### src/rtl/control_sequencer_if.sv
// Bus between the control sequencer and the ALU-system datapath.
// The sequencer reads the instruction register and flags and drives
// every datapath control input; State/Halted are debug observables.
interface control_sequencer_if;
    logic [15:0] IROut;
    logic [3:0]  ALU_FlagsOut;

    logic [2:0]  RF_OutASel;
    logic [2:0]  RF_OutBSel;
    logic [2:0]  RF_FunSel;
    logic [3:0]  RF_RegSel;
    logic [3:0]  RF_ScrSel;
    logic [4:0]  ALU_FunSel;
    logic        ALU_WF;
    logic [2:0]  ARF_RegSel;
    logic [1:0]  ARF_FunSel;
    logic [1:0]  ARF_OutCSel;
    logic [1:0]  ARF_OutDSel;
    logic        IR_Write;
    logic        IR_LH;
    logic        Mem_WR;
    logic        Mem_CS;
    logic [1:0]  MuxASel;
    logic [1:0]  MuxBSel;
    logic [1:0]  MuxCSel;
    logic        MuxDSel;
    logic        DR_E;
    logic [1:0]  DR_FunSel;
    logic [2:0]  State;
    logic        Halted;

    // Sequencer side.
    modport master (
        input  IROut, ALU_FlagsOut,
        output RF_OutASel, RF_OutBSel, RF_FunSel, RF_RegSel, RF_ScrSel,
               ALU_FunSel, ALU_WF, ARF_RegSel, ARF_FunSel, ARF_OutCSel,
               ARF_OutDSel, IR_Write, IR_LH, Mem_WR, Mem_CS, MuxASel,
               MuxBSel, MuxCSel, MuxDSel, DR_E, DR_FunSel, State, Halted
    );

    // Datapath side.
    modport slave (
        output IROut, ALU_FlagsOut,
        input  RF_OutASel, RF_OutBSel, RF_FunSel, RF_RegSel, RF_ScrSel,
               ALU_FunSel, ALU_WF, ARF_RegSel, ARF_FunSel, ARF_OutCSel,
               ARF_OutDSel, IR_Write, IR_LH, Mem_WR, Mem_CS, MuxASel,
               MuxBSel, MuxCSel, MuxDSel, DR_E, DR_FunSel, State, Halted
    );
endinterface

### src/rtl/control_sequencer.sv
// Hardwired control unit for the ALU-system datapath.
// Fetches a 16-bit instruction as two byte reads at PC, then decodes IROut
// in EXEC (and EXEC2 for LDR). Outputs are combinational from the state and
// IROut and are forced to idle values while Reset is low.
// State encoding seen on State: PCCLR=0, FETCH_L=1, FETCH_H=2, EXEC=3,
// EXEC2=4, HALT=5.
module control_sequencer (
    input  logic                Clock,
    input  logic                Reset,
    control_sequencer_if.master bus
);

    typedef enum logic [2:0] {
        PCCLR   = 3'd0,
        FETCH_L = 3'd1,
        FETCH_H = 3'd2,
        EXEC    = 3'd3,
        EXEC2   = 3'd4,
        HALT    = 3'd5
    } state_t;

    localparam logic [5:0] OP_BRA = 6'h00;
    localparam logic [5:0] OP_BNE = 6'h01;
    localparam logic [5:0] OP_BEQ = 6'h02;
    localparam logic [5:0] OP_LDI = 6'h03;
    localparam logic [5:0] OP_ADD = 6'h04;
    localparam logic [5:0] OP_SUB = 6'h05;
    localparam logic [5:0] OP_AND = 6'h06;
    localparam logic [5:0] OP_ORR = 6'h07;
    localparam logic [5:0] OP_STR = 6'h08;
    localparam logic [5:0] OP_LDR = 6'h09;
    localparam logic [5:0] OP_HLT = 6'h3F;

    localparam logic [2:0] ARF_PC = 3'b100;
    localparam logic [2:0] ARF_AR = 3'b010;

    state_t      state;
    state_t      state_next;

    logic [5:0]  op;
    logic [1:0]  rd;
    logic [1:0]  rs1;
    logic [1:0]  rs2;
    logic        flag_z;
    logic [3:0]  rd_onehot;
    logic        unused_bits;

    assign op        = bus.IROut[15:10];
    assign rd        = bus.IROut[9:8];
    assign rs1       = bus.IROut[7:6];
    assign rs2       = bus.IROut[5:4];
    assign flag_z    = bus.ALU_FlagsOut[3];
    // R1 sits in bit 3, so Rd=0 maps to 4'b1000.
    assign rd_onehot = 4'b1000 >> rd;
    // Immediate bits feed the datapath directly; C/N/O are never branched on.
    assign unused_bits = ^{bus.IROut[3:0], bus.ALU_FlagsOut[2:0]};

    assign bus.State = state;

    // State register: asynchronous return to PCCLR while Reset is low.
    always_ff @(posedge Clock or negedge Reset) begin
        // NOTE: non-blocking so every flop samples pre-edge values.
        if (!Reset) state <= PCCLR;
        else        state <= state_next;
    end

    // Next-state logic: fetch/execute sequencing, HALT is absorbing.
    always_comb begin
        // NOTE: default first so no path leaves state_next unassigned (no latch).
        state_next = state;
        unique case (state)
            PCCLR:   state_next = FETCH_L;
            FETCH_L: state_next = FETCH_H;
            FETCH_H: state_next = EXEC;
            EXEC: begin
                if (op == OP_LDR)      state_next = EXEC2;
                else if (op == OP_HLT) state_next = HALT;
                else                   state_next = FETCH_L;
            end
            EXEC2:   state_next = FETCH_L;
            HALT:    state_next = HALT;
            default: state_next = PCCLR;
        endcase
    end

    // Output logic: idle word overridden per state; IROut is only decoded in EXEC/EXEC2.
    always_comb begin
        bus.RF_OutASel  = 3'b000;
        bus.RF_OutBSel  = 3'b000;
        bus.RF_FunSel   = 3'b000;
        bus.RF_RegSel   = 4'b0000;
        bus.RF_ScrSel   = 4'b0000;
        bus.ALU_FunSel  = 5'b00000;
        bus.ALU_WF      = 1'b0;
        bus.ARF_RegSel  = 3'b000;
        bus.ARF_FunSel  = 2'b00;
        bus.ARF_OutCSel = 2'b00;
        bus.ARF_OutDSel = 2'b00;
        bus.IR_Write    = 1'b0;
        bus.IR_LH       = 1'b0;
        bus.Mem_WR      = 1'b0;
        bus.Mem_CS      = 1'b1;
        bus.MuxASel     = 2'b00;
        bus.MuxBSel     = 2'b00;
        bus.MuxCSel     = 2'b00;
        bus.MuxDSel     = 1'b0;
        bus.DR_E        = 1'b0;
        bus.DR_FunSel   = 2'b00;
        bus.Halted      = 1'b0;

        // Gating on Reset makes a mid-write reset release memory immediately.
        if (Reset) begin
            unique case (state)
                PCCLR: begin
                    bus.ARF_RegSel = ARF_PC;
                    bus.ARF_FunSel = 2'b11;
                end
                FETCH_L, FETCH_H: begin
                    bus.ARF_OutDSel = 2'b00;
                    bus.Mem_CS      = 1'b0;
                    bus.IR_Write    = 1'b1;
                    bus.IR_LH       = (state == FETCH_H);
                    bus.ARF_RegSel  = ARF_PC;
                    bus.ARF_FunSel  = 2'b01;
                end
                EXEC: begin
                    case (op)
                        OP_BRA, OP_BNE, OP_BEQ: begin
                            if ((op == OP_BRA) ||
                                (op == OP_BNE && !flag_z) ||
                                (op == OP_BEQ &&  flag_z)) begin
                                bus.MuxBSel    = 2'b11;
                                bus.ARF_RegSel = ARF_PC;
                                bus.ARF_FunSel = 2'b10;
                            end
                        end
                        OP_LDI: begin
                            bus.MuxASel   = 2'b11;
                            bus.RF_RegSel = rd_onehot;
                            bus.RF_FunSel = 3'b010;
                        end
                        OP_ADD, OP_SUB, OP_AND, OP_ORR: begin
                            bus.RF_OutASel = {1'b0, rs1};
                            bus.RF_OutBSel = {1'b0, rs2};
                            bus.MuxDSel    = 1'b0;
                            bus.ALU_WF     = 1'b1;
                            bus.MuxASel    = 2'b00;
                            bus.RF_RegSel  = rd_onehot;
                            bus.RF_FunSel  = 3'b010;
                            case (op)
                                OP_ADD:  bus.ALU_FunSel = 5'b10100;
                                OP_SUB:  bus.ALU_FunSel = 5'b10110;
                                OP_AND:  bus.ALU_FunSel = 5'b10111;
                                default: bus.ALU_FunSel = 5'b11000;
                            endcase
                        end
                        OP_STR: begin
                            // Write M[AR] <= Rs1 through the ALU pass-A path; AR++ commits at the edge.
                            bus.RF_OutASel  = {1'b0, rs1};
                            bus.ALU_FunSel  = 5'b10000;
                            bus.MuxCSel     = 2'b00;
                            bus.ARF_OutDSel = 2'b01;
                            bus.Mem_CS      = 1'b0;
                            bus.Mem_WR      = 1'b1;
                            bus.ARF_RegSel  = ARF_AR;
                            bus.ARF_FunSel  = 2'b01;
                        end
                        OP_LDR: begin
                            bus.ARF_OutDSel = 2'b01;
                            bus.Mem_CS      = 1'b0;
                            bus.DR_E        = 1'b1;
                            bus.DR_FunSel   = 2'b10;
                        end
                        default: ;
                    endcase
                end
                EXEC2: begin
                    bus.MuxASel   = 2'b10;
                    bus.RF_RegSel = rd_onehot;
                    bus.RF_FunSel = 3'b010;
                end
                HALT:    bus.Halted = 1'b1;
                default: ;
            endcase
        end
    end

endmodule

### src/flat_wrapper.sv
// flat-port wrapper written by rule: the top's interface ports become plain ports
module control_sequencer_flat 
  (Clock, Reset, bus_IROut, bus_ALU_FlagsOut, bus_RF_OutASel, bus_RF_OutBSel, bus_RF_FunSel, bus_RF_RegSel, bus_RF_ScrSel, bus_ALU_FunSel, bus_ALU_WF, bus_ARF_RegSel, bus_ARF_FunSel, bus_ARF_OutCSel, bus_ARF_OutDSel, bus_IR_Write, bus_IR_LH, bus_Mem_WR, bus_Mem_CS, bus_MuxASel, bus_MuxBSel, bus_MuxCSel, bus_MuxDSel, bus_DR_E, bus_DR_FunSel, bus_State, bus_Halted);
  control_sequencer_if bus_i ();
  input  logic Clock;
  input  logic Reset;
  input wire logic [$bits(bus_i.IROut)-1:0] bus_IROut;
  input wire logic [$bits(bus_i.ALU_FlagsOut)-1:0] bus_ALU_FlagsOut;
  output wire logic [$bits(bus_i.RF_OutASel)-1:0] bus_RF_OutASel;
  output wire logic [$bits(bus_i.RF_OutBSel)-1:0] bus_RF_OutBSel;
  output wire logic [$bits(bus_i.RF_FunSel)-1:0] bus_RF_FunSel;
  output wire logic [$bits(bus_i.RF_RegSel)-1:0] bus_RF_RegSel;
  output wire logic [$bits(bus_i.RF_ScrSel)-1:0] bus_RF_ScrSel;
  output wire logic [$bits(bus_i.ALU_FunSel)-1:0] bus_ALU_FunSel;
  output wire logic [$bits(bus_i.ALU_WF)-1:0] bus_ALU_WF;
  output wire logic [$bits(bus_i.ARF_RegSel)-1:0] bus_ARF_RegSel;
  output wire logic [$bits(bus_i.ARF_FunSel)-1:0] bus_ARF_FunSel;
  output wire logic [$bits(bus_i.ARF_OutCSel)-1:0] bus_ARF_OutCSel;
  output wire logic [$bits(bus_i.ARF_OutDSel)-1:0] bus_ARF_OutDSel;
  output wire logic [$bits(bus_i.IR_Write)-1:0] bus_IR_Write;
  output wire logic [$bits(bus_i.IR_LH)-1:0] bus_IR_LH;
  output wire logic [$bits(bus_i.Mem_WR)-1:0] bus_Mem_WR;
  output wire logic [$bits(bus_i.Mem_CS)-1:0] bus_Mem_CS;
  output wire logic [$bits(bus_i.MuxASel)-1:0] bus_MuxASel;
  output wire logic [$bits(bus_i.MuxBSel)-1:0] bus_MuxBSel;
  output wire logic [$bits(bus_i.MuxCSel)-1:0] bus_MuxCSel;
  output wire logic [$bits(bus_i.MuxDSel)-1:0] bus_MuxDSel;
  output wire logic [$bits(bus_i.DR_E)-1:0] bus_DR_E;
  output wire logic [$bits(bus_i.DR_FunSel)-1:0] bus_DR_FunSel;
  output wire logic [$bits(bus_i.State)-1:0] bus_State;
  output wire logic [$bits(bus_i.Halted)-1:0] bus_Halted;
  assign bus_i.IROut = bus_IROut;
  assign bus_i.ALU_FlagsOut = bus_ALU_FlagsOut;
  assign bus_RF_OutASel = bus_i.RF_OutASel;
  assign bus_RF_OutBSel = bus_i.RF_OutBSel;
  assign bus_RF_FunSel = bus_i.RF_FunSel;
  assign bus_RF_RegSel = bus_i.RF_RegSel;
  assign bus_RF_ScrSel = bus_i.RF_ScrSel;
  assign bus_ALU_FunSel = bus_i.ALU_FunSel;
  assign bus_ALU_WF = bus_i.ALU_WF;
  assign bus_ARF_RegSel = bus_i.ARF_RegSel;
  assign bus_ARF_FunSel = bus_i.ARF_FunSel;
  assign bus_ARF_OutCSel = bus_i.ARF_OutCSel;
  assign bus_ARF_OutDSel = bus_i.ARF_OutDSel;
  assign bus_IR_Write = bus_i.IR_Write;
  assign bus_IR_LH = bus_i.IR_LH;
  assign bus_Mem_WR = bus_i.Mem_WR;
  assign bus_Mem_CS = bus_i.Mem_CS;
  assign bus_MuxASel = bus_i.MuxASel;
  assign bus_MuxBSel = bus_i.MuxBSel;
  assign bus_MuxCSel = bus_i.MuxCSel;
  assign bus_MuxDSel = bus_i.MuxDSel;
  assign bus_DR_E = bus_i.DR_E;
  assign bus_DR_FunSel = bus_i.DR_FunSel;
  assign bus_State = bus_i.State;
  assign bus_Halted = bus_i.Halted;
  control_sequencer u_core (.Clock(Clock), .Reset(Reset), .bus(bus_i));
endmodule
### config.mk
export PLATFORM = sky130hd
export DESIGN_NAME = control_sequencer_flat
export DESIGN_NICKNAME = d
export VERILOG_FILES = /design/src/rtl/control_sequencer_if.sv /design/src/rtl/control_sequencer.sv /design/src/flat_wrapper.sv
export SDC_FILE = /design/constraint.sdc
export NUM_CORES = 1
export LEC_CHECK = 0
export ABC_CLOCK_PERIOD_IN_PS = 2100
export CAP_MARGIN = 20
export CELL_PAD_IN_SITES_DETAIL_PLACEMENT = 1
export CELL_PAD_IN_SITES_GLOBAL_PLACEMENT = 2
export CORE_ASPECT_RATIO = 0.9
export CORE_MARGIN = 2
export CORE_UTILIZATION = 13
export DETAILED_ROUTE_END_ITERATION = 10
export PLACE_DENSITY_LB_ADDON = 0.15
export RECOVER_POWER = 25
export SYNTH_ARGS = -nofsm -noshare
export SYNTH_HDL_FRONTEND = slang
export SYNTH_SLANG_ARGS = --single-unit
### constraint.sdc
create_clock -name Clock -period 2.1 [get_ports Clock]
set_input_delay 0.42 -clock Clock [delete_from_list [all_inputs] [get_ports Clock]]
set_output_delay 0.42 -clock Clock [all_outputs]
set_load 0.05 [all_outputs]
; Word-level counts from Yosys, hierarchy flattened
; Cells that the tools add are included.
; W data, S select, Z words.
[word_totals]
regBits = 3
latch_bits = 0
mem_bits_rw = 0
mem_bits_ro = 0
in_bits = 22
output_inout_bits = 50
word_cells = 90
mem_count = 0
[classes]
n_addsub = 0
n_mul = 0
n_div = 0
magnitude_cmp = 0
eq_ne = 15
n_shift = 1
muxes = 58
n_bitwise = 0
reduce_logical = 15
[ops]
columns = op, n
row1 = $mux W2, 16
row2 = $mux W3, 9
row3 = $eq A6 B3 Y1 const B, 4
row4 = $mux W1, 18
row5 = $pmux W3 S2, 3
row6 = $pmux W3 S5, 1
row7 = $eq A6 B2 Y1 const B, 2
row8 = $eq A6 B4 Y1 const B, 2
row9 = $pmux W4 S3, 1
row10 = $mux W5, 2
row11 = $pmux W5 S2, 1
row12 = $reduce_or A5 Y1, 2
row13 = $mux W4, 2
row14 = $pmux W2 S2, 2
row15 = $pmux W4 S2, 1
row16 = $eq A3 B2 Y1 const B, 2
row17 = $eq A3 B3 Y1 const B, 2
row18 = $eq A6 B1 Y1 const B, 1
row19 = $eq A6 B6 Y1 const B, 1
row20 = $logic_not A6 Y1, 1
row21 = $pmux W2 S3, 1
row22 = $reduce_or A2 Y1, 3
row23 = $reduce_or A3 Y1, 2
row24 = $reduce_or A4 Y1, 1
row25 = other kinds (7), 9

; Logic depth before layout (Yosys ltp)
; Gate-level depths: netlist of run 1.
[logic_depth]
word_depth = 8
mapped_depth = 5
mapped_depth_nobuf = 4

; Worst setup path after synthesis of run 1
; OpenSTA, ideal clock, no wires.
[synth_timing]
kind = reg2out
startpoint = register u_core.state[1], in the netlist u_core.bus.State[1]
endpoint = output bus_RF_RegSel[0]
t_arrival_ps = 2921
required_time_ps = 1680
slack_ps = -1241
stages_incl_launch_ff = 5
path_buffers = 1
cell_sequence = dfrtp_1 -> buf_6 -> nand2b_1 -> mux2_2 -> nor4b_1
[synth_via]
elab_chain_cells = 3
elab_cells_between_ends = 4
classes_between = eq/ne: 2 / mux: 2
[synth_lines]
columns = item, line
row1 = start: declaration, control_sequencer.sv:37  ; state_t state;
row2 = start signal: assignment, control_sequencer.sv:64  ; else state <= state_next;
row3 = $eq A3 B3 Y1 / $eq A3 B2 Y1 (equally long branches), control_sequencer.sv:113  ; unique case (state)
row4 = $pmux W4 S2 (*), control_sequencer.sv:113
row5 = $mux W4 (*), control_sequencer.sv:112  ; if (Reset) begin
row6 = end: declaration, flat_wrapper.sv:12  ; output wire logic [$bits(bus_i.RF_RegSel)-1:0] bus_RF_RegSel;
; Mark *: on every way between the ends. The rest lies on a longest branch, timed or not.

; Worst setup path in the final report of run 1
[layout_timing]
startpoint = register u_core.state[2], in the netlist u_core.bus.State[2]
endpoint = output bus_RF_RegSel[0]
; Same word-level chain as after synthesis.

==> results of run 1 <==
[cell usage after synthesis (all sizes together) (2+ instances only)]
master	n
buf	22
nor4	3
nand2	3
nor2	5
a31oi	2
nor4b	2
and3	4
and2	5
inv	3
or4	2
dfrtp	3
a21oi	2
nor2b	2
nor3b	4
xnor2	2
nand2b	5
[per-stage QoR]
step | utilization | power (mW)
floorplan | - | 0.178
global placement | 0.346 | 0.221
detailed placement | 0.346 | 0.222
CTS | 0.367 | 0.401
global route | 0.372 | 0.415
finish | 0.372 | 0.398
[power by group through the flow]
| stage | clock network [mW] | logic (mW) | registers, mW |
|---|---|---|---|
| after floorplan | 0 | 0.119 | 0.0588 |
| after global placement | 0 | 0.162 | 0.0588 |
| after detailed placement | 0 | 0.163 | 0.0588 |
| after CTS | 0.174 | 0.169 | 0.0582 |
| after global routing | 0.177 | 0.180 | 0.0582 |
| final | 0.169 | 0.170 | 0.0582 |
[worst max-delay path, stage by stage (launching register included)]
cell	delay, ns
dfrtp_2	0.42
buf_4	0.14
nand2b_4	0.14
mux2_4	0.34
nor4b_4	0.33
buf_12	0.18
[final cells by class]
cell class	count	area, sq um	share of cell area
Timing Repair Buffer	76	983	0.510
Inverter	3	18.8	0.00973
Tap cell	67	83.8	0.0435
Clock buffer	4	45.0	0.0233
Sequential cell	3	78.8	0.0409
Multi-Input combinational cell	74	719	0.373
[kinds of logic after synthesis]
group | count (synthesis)
AO/OA/AOI/OAI | 11
buffers and inverters | 26
multiplexers | 2
AND/OR/NAND/NOR | 43
other | 1
flip-flops | 3
XOR/XNOR | 2
[routing by layer]
| metal | track usage | up-vias | wire, microns |
|---|---|---|---|
| met1 | 0.111 | 418 | 1110 |
| li1 | - | 425 | - |
| met3 | 0.0198 | 4 | 190 |
| met2 | 0.164 | 38 | 1410 |
| met5 | 0 | - | 0 |
| met4 | 0.0226 | 0 | 24 |
[repair_timing]
item                       in CTS  in global routing
setup endpoints to repair      30                 23
gates resized for setup        29                 10
setup buffers                   4                  1
pin swaps                       9                  9
[final timing paths]
| path | from | endpoint | slack, ns | cells after the start |
|---|---|---|---|---|
| max | u_core.bus.State[2] | bus_RF_RegSel[0] | -0.09 | 5 |
| min | Reset | u_core.bus.State[1] | 0.21 | 3 |
| max reg2reg | u_core.bus.State[2] | u_core.bus.State[2] | 0.94 | 4 |
| min reg2reg | u_core.bus.State[2] | u_core.bus.State[1] | 0.61 | 2 |
| max in group asynchronous | Reset | u_core.bus.State[0] | 1.46 | 3 |
| min in group Clock | u_core.bus.State[2] | u_core.bus.State[1] | 0.61 | 2 |
==> qor.yml, run 1 <==
finish:
  diodes: 0
  most-common-layout-cells: "buf_12, buf_4, conb_1"
  fin_nets: 183
  finalNonFillerCells: 227
  fillCellCount: 591
  drive_gt1_frac: 0.713
  largest_reg_flops: 3
  area_delta_synth_final_pct: 180
  final_area_sq_um: 1930
  layout.cells.most_common: "buf_12"
timing:
  rsz0062_at_grt: "yes"
  finalHoldViolCount: 0
  period_needed_ns: 2.19
  hold_ws_ns: 0.214
  timing.final.crit_share: 1.04
  timing.fmax_ghz: 0.456
  setup_slack_ns: -0.0913
  skew_ns: 0.00155
  finalSetupViolCount: 10
  drv_slew: 0
  fin_setup_tns_ns: -0.592
placement:
  place_inst: 218
  port_buffers: 48
  post-place-ws_ns: -0.455
  place_area_sq_um: 1800
  gp_congestion: 0.667
  dp_hpwl_mm: 2.35
pwr:
  p_sw_mw: 0.153
  pwr-share-clk: 0.426
  p_leak_nw: 0.821
  seqPwrFrac: 0.146
  intPower_mw: 0.245
  power_density_nw_per_um2: 206
  ir_worst_vdd_uv: 193
  p_comb_frac: 0.428
  netSwitchingFraction: 0.385
clock_tree:
  cts_tree: "done"
  cts_buffer_depth: 2
  path_clk_slew_ns: 0.03
  root_buffer: "clkbuf_8"
  cts_buffers: 3
  h-tree-depth: 1
  insertion_delay_ns: 0.22
  hold_buffers: 0
  cts_sinks: 3
synthesis:
  synthMuxAreaShare: 0.0309
  avgSynthCellArea_sq_um: 7.82
  synth-xor-area-share: 0.0255
  synth-edff-count: 0
  yosys_warnings: 0
  yosys.area.top_type_share: 0.207
  ys.flop_type: "dfrtp_1"
  synth_area_leaders: "buf_4, dfrtp_1, and2_1"
  synth-seq-cells: 3
  synth_fa_ha_area_frac: 0
  synth_cell_types: 39
  yosysSeqAreaShare: 0.109
  syn_area_sq_um: 688
  yosys.area.top_type: "buf_4"
  async_flop_share: 1.00
  netlist_instances: 88
  synth_compound_area_frac: 0.144
  synth-simple-area-share: 0.416
  synth_top_family_by_area: "simple AND/OR/NAND/NOR gates"
route:
  firstDrtPassIters: 2
  vias_per_cell: 3.90
  first_iter_violations: 24
  drc_errors: 0
  vias: 885
  routedWlPerCell_microns: 12.1
  wl_mm: 2.74
  ant_nets: 0
worst_setup_path:
  crit_type: "reg2out"
  required_ns: 1.68
  start_kind: "register"
  crit_arrival_ns: 1.77
  endpoint_kind: "output pin"
  crit_fanout: 5
global_route:
  grt_max_degree: 13
  grt_pass1_wl_mm: 4.27
  grt_use_total: 0.0914
  antenna_found_initial: 0
  overflow: 0
  grt_pass1_vias: 886
floorplan:
  die-area_sq_um: 5890
  start_util: 0.133
  coreArea_sq_um: 5190
  die_y_microns: 73.0
  dieWidth_microns: 80.7
  rows: 25
  num_io_pins: 72
hold_path:
  min_path_type: "in2async"
job:
  maxCapViolations: 0
status:
  outcome: "finished, violations left"
  violations: "setup timing"
(Power assumes the default switching activity.)
==> run 2, diff against run 1 <==
--- a/config.mk
+++ b/config.mk
@@ -9,12 +9,14 @@
 export CAP_MARGIN = 20
 export CELL_PAD_IN_SITES_DETAIL_PLACEMENT = 1
 export CELL_PAD_IN_SITES_GLOBAL_PLACEMENT = 2
-export CORE_ASPECT_RATIO = 0.9
+export CORE_ASPECT_RATIO = 2
 export CORE_MARGIN = 2
 export CORE_UTILIZATION = 13
+export CTS_BUF_LIST = sky130_fd_sc_hd__clkbuf_4 sky130_fd_sc_hd__clkbuf_8 sky130_fd_sc_hd__clkbuf_16
 export DETAILED_ROUTE_END_ITERATION = 10
 export PLACE_DENSITY_LB_ADDON = 0.15
 export RECOVER_POWER = 25
+export SLEW_MARGIN = 20
 export SYNTH_ARGS = -nofsm -noshare
 export SYNTH_HDL_FRONTEND = slang
 export SYNTH_SLANG_ARGS = --single-unit
==> run 2 against run 1 <==
  * The run still ends with setup timing left
  * Non-clock buffer count up 6
  * Largest cell class unchanged
  * Highest routed layer unchanged
  * Final cell count down 1.3%
  * Utilization increased by 3.2 points
==> qor.yml, run 2 (synthesis gave the netlist of run 1 again) <==
status:
  outcome: "finished, violations left"
  violations: "setup timing"
route:
  firstDrtPassIters: 2
  drc_errors: 0
  vias: 921
  vias_per_cell: 4.11
  ant_nets: 0
  wl_mm: 3.18
  routedWlPerCell_microns: 14.2
  first_iter_violations: 11
worst_setup_path:
  r2r_start: "u_core.bus.State[2]"
  required_ns: 1.68
  path_cells: "buf_6 -> or4b_4 -> a2111oi_4 -> and2_4 -> buf_12"
  crit_type: "in2out"
  slowest_delay_ns: 0.54
  endpoint_kind: "output pin"
  crit_arrival_ns: 1.76
  cpLargestDelayFamily: "simple AND/OR/NAND/NOR gates"
  setup.worst_path.start: "bus_IROut[11]"
  crit_buf_inv: 2
  crit_fanout: 3
  cp_slowest_cell: "or4b_4"
  start_kind: "input pin"
floorplan:
  start_util: 0.134
  die_y_microns: 107
  die-area_sq_um: 5930
  coreArea_sq_um: 5140
  dieWidth_microns: 55.4
  rows: 37
  num_io_pins: 72
timing:
  finalSetupViolCount: 11
  setup_slack_ns: -0.0831
  drv_slew: 0
  timing.final.crit_share: 1.04
  period_needed_ns: 2.18
  rsz0062_at_grt: "yes"
  finalHoldViolCount: 0
  hold_ws_ns: 0.303
  timing.fmax_ghz: 0.458
  skew_ns: 0.00322
global_route:
  antenna_found_initial: 0
  grt_pass1_wl_mm: 5.22
  grt_pass1_vias: 1057
  grtUsageMet3: 0.0205
  use_met2: 0.240
  grt_use_met1: 0.0987
  overflow: 0
  grt-busiest-layer: "met2"
  grt_use_total: 0.110
  grt_max_degree: 13
clock_tree:
  hold_buffers: 0
  cts_tree: "done"
  insertion_delay_ns: 0.22
  cts_buffer_depth: 2
  cts_sinks: 3
  root_buffer: "clkbuf_8"
  path_clk_slew_ns: 0.03
  cts_buffers: 3
  h-tree-depth: 1
placement:
  post-place-ws_ns: -0.500
  port_buffers: 48
  gp_congestion: 0.655
  dp_hpwl_mm: 2.62
finish:
  most-common-layout-cells: "buf_12, buf_4, conb_1"
  drive_gt1_frac: 0.753
  layout.cells.most_common: "buf_12"
  diodes: 0
  largest_reg_flops: 3
  area_delta_synth_final_pct: 202
  fin_nets: 189
job:
  maxCapViolations: 0
pwr:
  p_leak_nw: 0.886
  ir_worst_vdd_uv: 191
  power_density_nw_per_um2: 203
hold_path:
  min_path_type: "in2async"
==> run 2: layout make-up <==
class / instances / area, sq um
timing repair buffer: 82 / 1070
inverter: 3 / 18.8
fill: 585 / 3060
sequential: 3 / 78.8
tap: 58 / 72.6
clock buffer: 4 / 48.8
multi-input combinational: 74 / 787
==> run 2: metal layers <==
metal | vias up | routed length, microns
met5 | - | 0
met4 | 0 | 23
met3 | 5 | 159
met2 | 37 | 2090
met1 | 441 | 908
li1 | 438 | -
==> run 2: path summary, 6_finish.rpt <==
check                                      endpoint  slack [ns]  depth (start not counted)
min in group Clock              u_core.bus.State[0]        0.64                          2
worst min-delay path            u_core.bus.State[1]        0.30                          2
max in group asynchronous       u_core.bus.State[2]        1.65                          2
worst max register to register  u_core.bus.State[2]        0.73                          6
worst min register to register  u_core.bus.State[0]        0.64                          2
worst max-delay path              bus_RF_OutASel[0]       -0.08                          5
==> run 2: power by group <==
group / internal (mW) / total, mW / switching, mW
Combinational: 0.0621 / 0.182 / 0.120
Clock: 0.142 / 0.181 / 0.0391
Sequential: 0.0582 / 0.0582 / 0
==> run 2: metrics by stage <==
stage	util	power, mW	setup TNS (ns)	cell area [sq um]	std cells
after floorplan	-	0.178	-2.10	951	103
after global routing	0.404	0.446	-1.55	2080	224
after detailed placement	0.346	0.224	-10.95	1780	208
after global placement	0.346	0.221	-10.28	1780	208
final	0.404	0.422	-0.486	2080	224
after CTS	0.381	0.419	-0.941	1960	219
==> run 2: repair_timing <==
item                                    4_1_cts  5_1_grt
endpoints found under the setup margin       30       27
resized for setup                            39       20
setup buffers                                 7        5
pin swaps                                    13       12
==> patch (config.mk and constraints of run 2) <==
Make the reset (`Reset`) synchronous in one clocked block. Comments in the files are not updated.
--- a/src/rtl/control_sequencer.sv
+++ b/src/rtl/control_sequencer.sv
@@ -58,7 +58,7 @@
     assign bus.State = state;
 
     // State register: asynchronous return to PCCLR while Reset is low.
-    always_ff @(posedge Clock or negedge Reset) begin
+    always_ff @(posedge Clock) begin
         // NOTE: non-blocking so every flop samples pre-edge values.
         if (!Reset) state <= PCCLR;
         else        state <= state_next;
Check against the original RTL: differs if Reset is asserted again (counterexample within 4 cycles, from zero or initial values and one cycle with Reset low); with Reset held inactive, the same outputs for 10 cycles.
==> patch against run 2 <==
Setup slack better by 0.089 ns. Cell area fell by 13%. Non-clock buffer count shrank 5. Sequential cell count is the same. Routed wire length shrank 1.1%. Via count down 3.0%. Sequential share of layout area about the same. Worst hold slack improved by 0.35 ns. Synthesized area is 5.1% lower. Global-route usage rose by 1.0 points. Largest cell class unchanged. Highest routed layer unchanged.
Power is not compared: it rests on default switching activity, and its combinational part moved more than twofold at a synthesized area within 25%.
==> patch: results (changes against run 2) <==
* Run status: finished, final reports clean
* Worst r2r src: u_core.bus.State[1]
* CP peak stage delay at 0.46 ns (-0.08 ns)
* Resized cells post-CTS at 37 (-5.1%)
* Reg2Reg Depth at 3 (-3)
* Clock network area share at 2.70% (+0.35 points)
* GPL Wtd Cong at 0.772 (+18%)
* Multi-input logic area at 656 um2 (-17%)
* Post-synth top flop: dfxtp_1
* CP max-delay cell: or3_4
* Final sequential cell count at 3 (unchanged)
* Fillers at 554 (-5.3%)
* Final WL at 3140 um (-1.1%)
* Postcts setup bufs at 4 (-3)
* Seq area share at 3.81% (+0.014 points)
* Synth top cells by count: buf_4, nor2_1, nand2_1
* Synth Area in XOR/XNOR at 2.68% (+0.14 points)
* DP Area at 0.00167 mm2 (-6.0%)
* Sequential area share after synthesis at 9.20% (-1.7 points)
* Signal buf overhead at 52.5% (+0.92 points)
* Vias in the first global route at 1003 (-5.1%)
* Share of layout cells above drive strength 1 at 65.0% (-10 points)
* Final-stage net count at 186 (-1.6%)
* CP arrival at 1.67 ns (-0.09 ns)
* Multi-In Gates at 76 (+2.7%)
* Synth Area in Compound Gates at 13.8% (-0.57 points)
* Via count at 893 (-3.0%)
* DRT iter0 DRCs at 4 (-7)
* Number of distinct library cells after synthesis at 37 (-5.1%)
* Crit-path max FO at 5 (+2)
* First-pass GRT wire length at 4990 um (-4.5%)
* Crit Reg-Reg Endpoint: u_core.bus.State[2]
* Non-CTS buffers at 77 (-6.1%)
[patch: where the power goes]
group	switching, mW	internal (mW)
clock network	0.0510	0.143
registers	0.00595	0.0625
logic	0.225	0.140
[patch: worst max path at each step]
| stage | from | cells after the start | slack [ns] | endpoint |
|---|---|---|---|---|
| 2_1_floorplan | u_core.bus.State[0] | 4 | -0.26 | bus_RF_RegSel[1] |
| 3_3_place_gp | bus_IROut[13] | 6 | -0.39 | bus_ALU_FunSel[0] |
| 3_5_place_dp | bus_IROut[15] | 5 | -0.41 | bus_ALU_FunSel[0] |
| 4_1_cts | u_core.bus.State[2] | 4 | -0.02 | bus_ALU_FunSel[0] |
| 5_1_grt | bus_ALU_FlagsOut[3] | 5 | -0.07 | bus_ARF_RegSel[2] |
| 6_report | bus_IROut[13] | 6 | 0.006 | bus_ALU_FunSel[0] |
[patch: worst register-to-register path: cells and delay by family (launching register included)]
kind / cells / cell delay (ns)
flops: 1 / 0.34
simple gates: 1 / 0.29
compound gates: 1 / 0.23
buf+inv: 1 / 0.17
[patch: routing by layer]
metal | GRT usage (%) | part of all wire (%) | vias up
li1 | - | - | 429
met1 | 11.0 | 29 | 415
met2 | 23.5 | 63 | 44
met3 | 1.87 | 6.3 | 5
met4 | 4.82 | 1.7 | 0
met5 | 0 | 0 | -
[patch: through the flow]
step | worst slack [ns] | hold WS, ns | total power [mW] | setup TNS, ns | std cells
after floorplan | -0.264 | 0.538 | 0.303 | -1.31 | 105
after global placement | -0.387 | 0.627 | 0.422 | -8.04 | 211
after detailed placement | -0.413 | 0.635 | 0.424 | -8.24 | 211
after CTS | -0.0180 | 0.660 | 0.633 | -0.0216 | 219
after global routing | -0.0679 | 0.686 | 0.658 | -0.243 | 220
final | 0.00563 | 0.649 | 0.628 | 0 | 220
